<file path="config.mk">
export PLATFORM = sky130hd
export DESIGN_NAME = audio_tx_arbiter
export DESIGN_NICKNAME = d
export VERILOG_FILES = /design/src/rtl/audio_tx_arbiter.sv
export SDC_FILE = /design/constraint.sdc
export NUM_CORES = 1
export LEC_CHECK = 0
export ABC_CLOCK_PERIOD_IN_PS = 2140
export BUFFER_PORTS_ARGS = -buffer_cell sky130_fd_sc_hd__buf_2
export CORE_MARGIN = 1.5
export CORE_UTILIZATION = 24
export CTS_CLUSTER_DIAMETER = 200
export DETAILED_ROUTE_END_ITERATION = 10
export PLACE_DENSITY = 0.56
export SLEW_MARGIN = 15
export SYNTH_ARGS = -nofsm -noshare
export SYNTH_HDL_FRONTEND = slang
export SYNTH_SLANG_ARGS = --single-unit
</file>
<file path="constraint.sdc">
create_clock -name mclk -period 2.14 [get_ports mclk]
set_input_delay 0.321 -clock mclk [delete_from_list [all_inputs] [get_ports mclk]]
set_output_delay 0.321 -clock mclk [all_outputs]
set_load 0.1 [all_outputs]
</file>
<file path="src/rtl/audio_tx_arbiter.sv">
// audio_tx_arbiter: shares the audio TX FIFO write port between two stereo
// frame sources. A granted frame is buffered and written as two consecutive
// FIFO words (left, then right) so L/R alignment is never broken.
//
// Handshake: a frame transfers on the rising mclk edge where reqN_valid and
// reqN_ready are both 1. ready is only offered in IDLE with enable=1, to at
// most one requester, and never depends on anything but valid, enable, state
// and last_grant, so a requester may hold valid while waiting.
module audio_tx_arbiter #(
  parameter int DW            = 16,
  parameter int PRIORITY_MODE = 0
) (
  input  logic            mclk,
  input  logic            reset,
  input  logic            enable,
  input  logic            req0_valid,
  input  logic [2*DW-1:0] req0_data,
  output logic            req0_ready,
  input  logic            req1_valid,
  input  logic [2*DW-1:0] req1_data,
  output logic            req1_ready,
  output logic            winc,
  output logic [DW-1:0]   wdata,
  input  logic            wfull,
  output logic            busy,
  output logic            grant,
  output logic [15:0]     frames_written,
  output logic [1:0]      dbg_state
);

  typedef enum logic [1:0] {
    S_IDLE = 2'd0,
    S_WR_L = 2'd1,
    S_WR_R = 2'd2
  } state_e;

  state_e            state_q, state_d;
  logic [2*DW-1:0]   buf_q, buf_d;
  logic [15:0]       frames_q, frames_d;
  logic              grant_q, grant_d;
  logic              last_grant_q, last_grant_d;

  // Combinational arbitration results shared by next-state and outputs.
  logic              sel;
  logic              accept;

  // State register: all flops, synchronous active-high reset.
  always_ff @(posedge mclk) begin
    if (reset) begin
      state_q      <= S_IDLE;
      buf_q        <= '0;
      frames_q     <= '0;
      grant_q      <= 1'b0;
      last_grant_q <= 1'b1;
    end else begin
      state_q      <= state_d;
      buf_q        <= buf_d;
      frames_q     <= frames_d;
      grant_q      <= grant_d;
      last_grant_q <= last_grant_d;
    end
  end

  // Next-state: accept a frame in IDLE, then walk left/right writes,
  // holding in place whenever the FIFO reports full.
  always_comb begin
    state_d      = state_q;
    buf_d        = buf_q;
    frames_d     = frames_q;
    grant_d      = grant_q;
    last_grant_d = last_grant_q;
    unique case (state_q)
      S_IDLE: begin
        if (accept) begin
          buf_d   = sel ? req1_data : req0_data;
          grant_d = sel;
          state_d = S_WR_L;
        end
      end
      S_WR_L: begin
        if (!wfull) state_d = S_WR_R;
      end
      S_WR_R: begin
        if (!wfull) begin
          frames_d     = frames_q + 16'd1;
          last_grant_d = grant_q;
          state_d      = S_IDLE;
        end
      end
      default: state_d = S_IDLE;
    endcase
  end

  // Outputs: requester selection, ready strobes and FIFO write port.
  always_comb begin
    if (PRIORITY_MODE == 1) begin
      sel = ~req0_valid;
    end else if (req0_valid && req1_valid) begin
      sel = ~last_grant_q;
    end else begin
      sel = req1_valid;
    end
    accept     = (state_q == S_IDLE) && enable && (req0_valid || req1_valid);
    req0_ready = accept && !sel;
    req1_ready = accept && sel;
    winc       = 1'b0;
    wdata      = '0;
    unique case (state_q)
      S_WR_L: begin
        winc  = ~wfull;
        wdata = winc ? buf_q[2*DW-1:DW] : '0;
      end
      S_WR_R: begin
        winc  = ~wfull;
        wdata = winc ? buf_q[DW-1:0] : '0;
      end
      default: ;
    endcase
    busy           = (state_q != S_IDLE);
    grant          = grant_q;
    frames_written = frames_q;
    dbg_state      = state_q;
  end

endmodule

</file>
Yosys cells after proc, flatten, opt, wreduce, memory -nomap -nowiden
Cells that the tools add are included.
- register bits after elaboration: 52
- input port bits: 70
- output and inout bits: 39
- add/subtract/negate cells: 1
- eq/ne operators: 5
- muxes and demuxes: 10
- bitwise logic cells: 2
- reduce and logical (&&, ||, !) cells: 13
- operators with widths (kind ; number):
    two-way mux 16 bit ; 2
    two-way mux 32 bit ; 1
    case mux 16 bit (2 select lines) ; 1
    adder 16 x 1 -> 16 bit, second input constant ; 1
    two-way mux 2 bit ; 3
    != test 2 bit, second input constant ; 3
    case mux 2 bit (3 select lines) ; 1
    logical AND 1 bit ; 5
    AND reduction 2 bit ; 2
    AND reduction 3 bit ; 1
    equality test 2 x 1 -> 1 bit, second input constant ; 1
    equality test 2 bit, second input constant ; 1
    logical NOT 2 bit ; 1
    two-way mux 1 bit ; 2
    inverter 1 bit ; 2
    nonzero test 2 bit ; 1
    OR reduction 2 bit ; 1
    logical NOT 1 bit ; 1
    logical OR 1 bit ; 1

Logic depth before layout (Yosys ltp)
- depth after elaboration: 5
- mapped depth: 7
- depth with buffers taken out: 6

Worst setup path before layout
No wires, ideal clock.
- path kind: flip-flop to output port
- start point: register state_q[0] (netlist: dbg_state[0])
- end point: output port wdata[11]
- arrival: 3.384 ns
- required time: 1.819 ns
- slack: -1.565 ns
- cell stages (with the launch flop): 7
- buffers on the path: 2
- cells stage by stage: dfxtp_1 > ha_1 > nor2b_1 > clkbuf_1 > clkbuf_1 > a22oi_1 > nor2b_1
- cells in the longest elaborated chain, start to end: 2
- RTL lines (element ; RTL line ; text):
    from (decl) ; 37 ; state_e state_q, state_d;
    from (signal assigned) ; 56 ; state_q <= state_d;
    equality test 2 bit or equality test 2 x 1 -> 1 bit (tied branches) ; 108 ; unique case (state_q)
    case mux 16 bit (2 select lines) * ; 108 ;
    to (decl) ; 23 ; output logic [DW-1:0] wdata,
Mark *: on every way between the ends. The rest lies on a longest branch, timed or not.

Worst setup path in the final report
- start point: register state_q[0] (netlist: dbg_state[0])
- end point: output port wdata[9]
The elaborated chain is that of the path after synthesis.

==> results.md <==
* Vias per std cell at 4.93
* Area contributors post-synth: dfxtp_1 44%, a222oi_1 14%, nor2_1 7.3%
* Layout cells sized above 1 at 0.474
* DIE HEIGHT at 102 um
* Initial DRC count at 240
* Core area at about 9600 um2
* Fillcell total at 1,020
* Worst Setup SP: dbg_state[0]$_SDFFE_PP0P_
* Seq/Total Area, Yosys at 0.440
* EDFF count, synth at 0
* Initial antenna violation count at 0
* Hold WS at 275 ps
* Post-route ant nets at 0
* H-tree depth at 2
* Clk sinks at 52
* Syn Area/Cell at 9.02 um2
* Status: complete, no violations
* I/O pin count at approximately 110
* Worst Clk Skew at about 8.2 ps
* RR Startpoint: dbg_state[0]$_SDFFE_PP0P_
* Fin crit period at 2060 ps
* Yosys cell types at 35
* Yosys warns at 0
* Die width at 102 um
* Routed WL at 7.67 mm
* Least-Margin Pin Slew at slightly above 600 ps
* Pre-CTS setup slack at 269 ps
* Dpl cell area at 3550 um2
* Overflow after GRT at 0
* Fmax at 484 MHz
* Initial core utilization at 0.245
* Ys async rst share at 0
* Drt drc at 0
* Most area-hungry cell type in the Yosys netlist: dfxtp_1
* Post-layout nets at about 440
* Seq cells post-synth at 52
* TritonCTS clock tree: done
* Leak Pwr at approximately 1.5 nW
* Critical Path Fanout Max at 10
* R2R setup slack at 290 ps
* Vias in the first global route at 2,403
* Hold Crit Start: req1_data[6]
* Worst setup margin at around 76 ps
* Largest net degree at the start of global routing at 35
* Port Buf Inserts at 108
* CP Capture Point: wdata[9]
* Critical path cell sequence: inv_4, ha_4, nor2b_4, clkbuf_16, a22oi_1, nor2b_4, buf_12
* Crit-path slowest cell: dfxtp_4
* WL/cell at approximately 15 um
* Clk root buf: clkbuf_8
* Fin area at 3740 um2
* # diodes at 0
* Die area at 10,500 um2
* Worst hold path class: in -> reg
* CP Launch Type: flop
* Top cell by count, worst path: nor2b_4
* Cell with the most instances after synthesis: dfxtp_1
* Area grow syn2layout at 58.3%
* Crit. End Element: output pin
* Critical Setup Path Class: reg -> out
* First-pass GRT wire length at about 11 mm
* Post-DP HPWL at around 5.2 mm
* Global-route usage over all layers at 0.141
* Tcrit/Tclk final at 0.965
* Max Cap Violations at 0
* Top-area cell type share of the netlist area at 0.440
* Main flop type after synthesis: dfxtp_1
* Total CTS buffers at 5
* GPL Wtd Cong at 0.786
* PwrDens at 703 nW/um2
* Clock buffer depth at 2
* CP Buf/Inv Count at 3
* Crit path largest cell delay at ~380 ps
* Via count at 2,476
* Worst endpoint required time at 1820 ps
* Mapped cell area at about 2400 um2
* Crit path DAT at 1740 ps
* DRT Pass-1 Iters at 6
* Final setup fails at 0
* Syn_nets at around 340
* CP Depth at 7
* Peak VDD IR at 286 uV
* FF-to-FF path depth at 6
* Reg-to-Reg End: frames_written[11]$_SDFFE_PP0P_
* Final Max Tran Viols at 0
* Final hold vios at 0
* CP top delay family: buffers and inverters
* Slew headroom at 0.591
* Cell Rows at 36
* Post-synth top cells: 52 x dfxtp_1, 46 x nor2_1, 32 x a222oi_1
* Clk Latency, worst-skew pair at 300 ps
* Post-Syn Instances at approximately 260
* Clock transition at path regs at 100 ps
-- state kept, by name, indices dropped and copies added (netlist names) --
name / count
grant: 1
dbg_state: 2
last_grant_q: 1
buf_q: 32
frames_written: 16
-- final cells by class --
type | count | area [um2] | area share
Multi-Input combinational cell | 182 | 1410 | 0.377
Sequential cell | 52 | 1060 | 0.285
Timing Repair Buffer | 120 | 951 | 0.254
Tap cell | 133 | 166 | 0.0445
Clock buffer | 6 | 82.6 | 0.0221
Clock inverter | 2 | 38.8 | 0.0104
Inverter | 7 | 28.8 | 0.00769
-- logic make-up (layout without fill, tap and decap cells) --
family                     after synthesis  after routing  synth area share
xor gates and xnor gates                10             10            0.0371
AOI/OAI and AO/OA                       66             66             0.232
adders and majority gates                5              5            0.0265
and+or+nand+nor                         99             99             0.211
buffers and inverters                   28            135            0.0450
muxes                                    2              2           0.00847
DFF                                     52             52             0.440
-- routing by layer --
layer	global-route usage	vias up	part of all wire	wire length, um
met5	0	-	0	0
met2	0.245	101	0.49	3730
met1	0.177	1163	0.45	3410
met3	0.0239	7	0.055	422
met4	0.0432	0	0.014	104
li1	-	1205	-	-
-- through the flow --
step / power, mW / std cells / TNS (ps) / utilization
2_1_floorplan: 1.66 / 262 / 0 / -
5_1_grt: 2.77 / 502 / -0.596 / 0.388
4_1_cts: 2.63 / 499 / 0 / 0.381
3_5_place_dp: 1.90 / 491 / 0 / 0.368
3_3_place_gp: 1.90 / 491 / 0 / 0.368
6_report: 2.63 / 502 / 0 / 0.388
-- worst min-delay path, cell delays in order --
cell      delay (ps)
buf_2             70
a222oi_1          70
nor2_1            80
-- report_power, final --
| group | switching, mW | internal (mW) | leakage [nW] |
|---|---|---|---|
| combinational | 0.483 | 0.342 | 0.978 |
| clock | 0.331 | 0.383 | 0.0614 |
| sequential | 0.0532 | 1.04 | 0.432 |
-- cell usage in the layout (no fill, tap or decap), types with 2 or more instances in the layout --
cell type and instances:
dfxtp_2 13, ha_4 3, a22oi_1 14, or4_1 2, or3_1 2, o31ai_1 2
o21ai_0 3, dfxtp_4 2, nor3_1 4, ha_1 2, buf_2 90, buf_6 2
xor2_1 4, nand3_1 4, nor2b_4 18, clkbuf_8 6, buf_4 7, nand2_1 10
buf_12 20, xnor2_1 6, a22oi_2 2, mux2i_1 2, inv_1 5, a21oi_2 2
dfxtp_1 37, a222oi_1 32, nor2_1 46, a21oi_1 7
-- worst min-delay path by stage --
stage,cells past startpoint,end
after global placement,2,frames_written[15]$_SDFFE_PP0P_
after CTS,3,buf_q[21]$_SDFFE_PP0P_
after global routing,3,buf_q[19]$_SDFFE_PP0P_
final,3,buf_q[6]$_SDFFE_PP0P_
after floorplan,2,buf_q[16]$_SDFFE_PP0P_
after detailed placement,2,frames_written[11]$_SDFFE_PP0P_
-- timing repair --
| action | in CTS | in global routing |
|---|---|---|
| setup buffers | 0 | 0 |
| hold buffers | 0 | 0 |
| cloned | 0 | 3 |
| endpoints found under the setup margin | 1 | 16 |
| pin swaps | 0 | 0 |
| resized for setup | 1 | 10 |
Power figures use the tool's default switching activity.
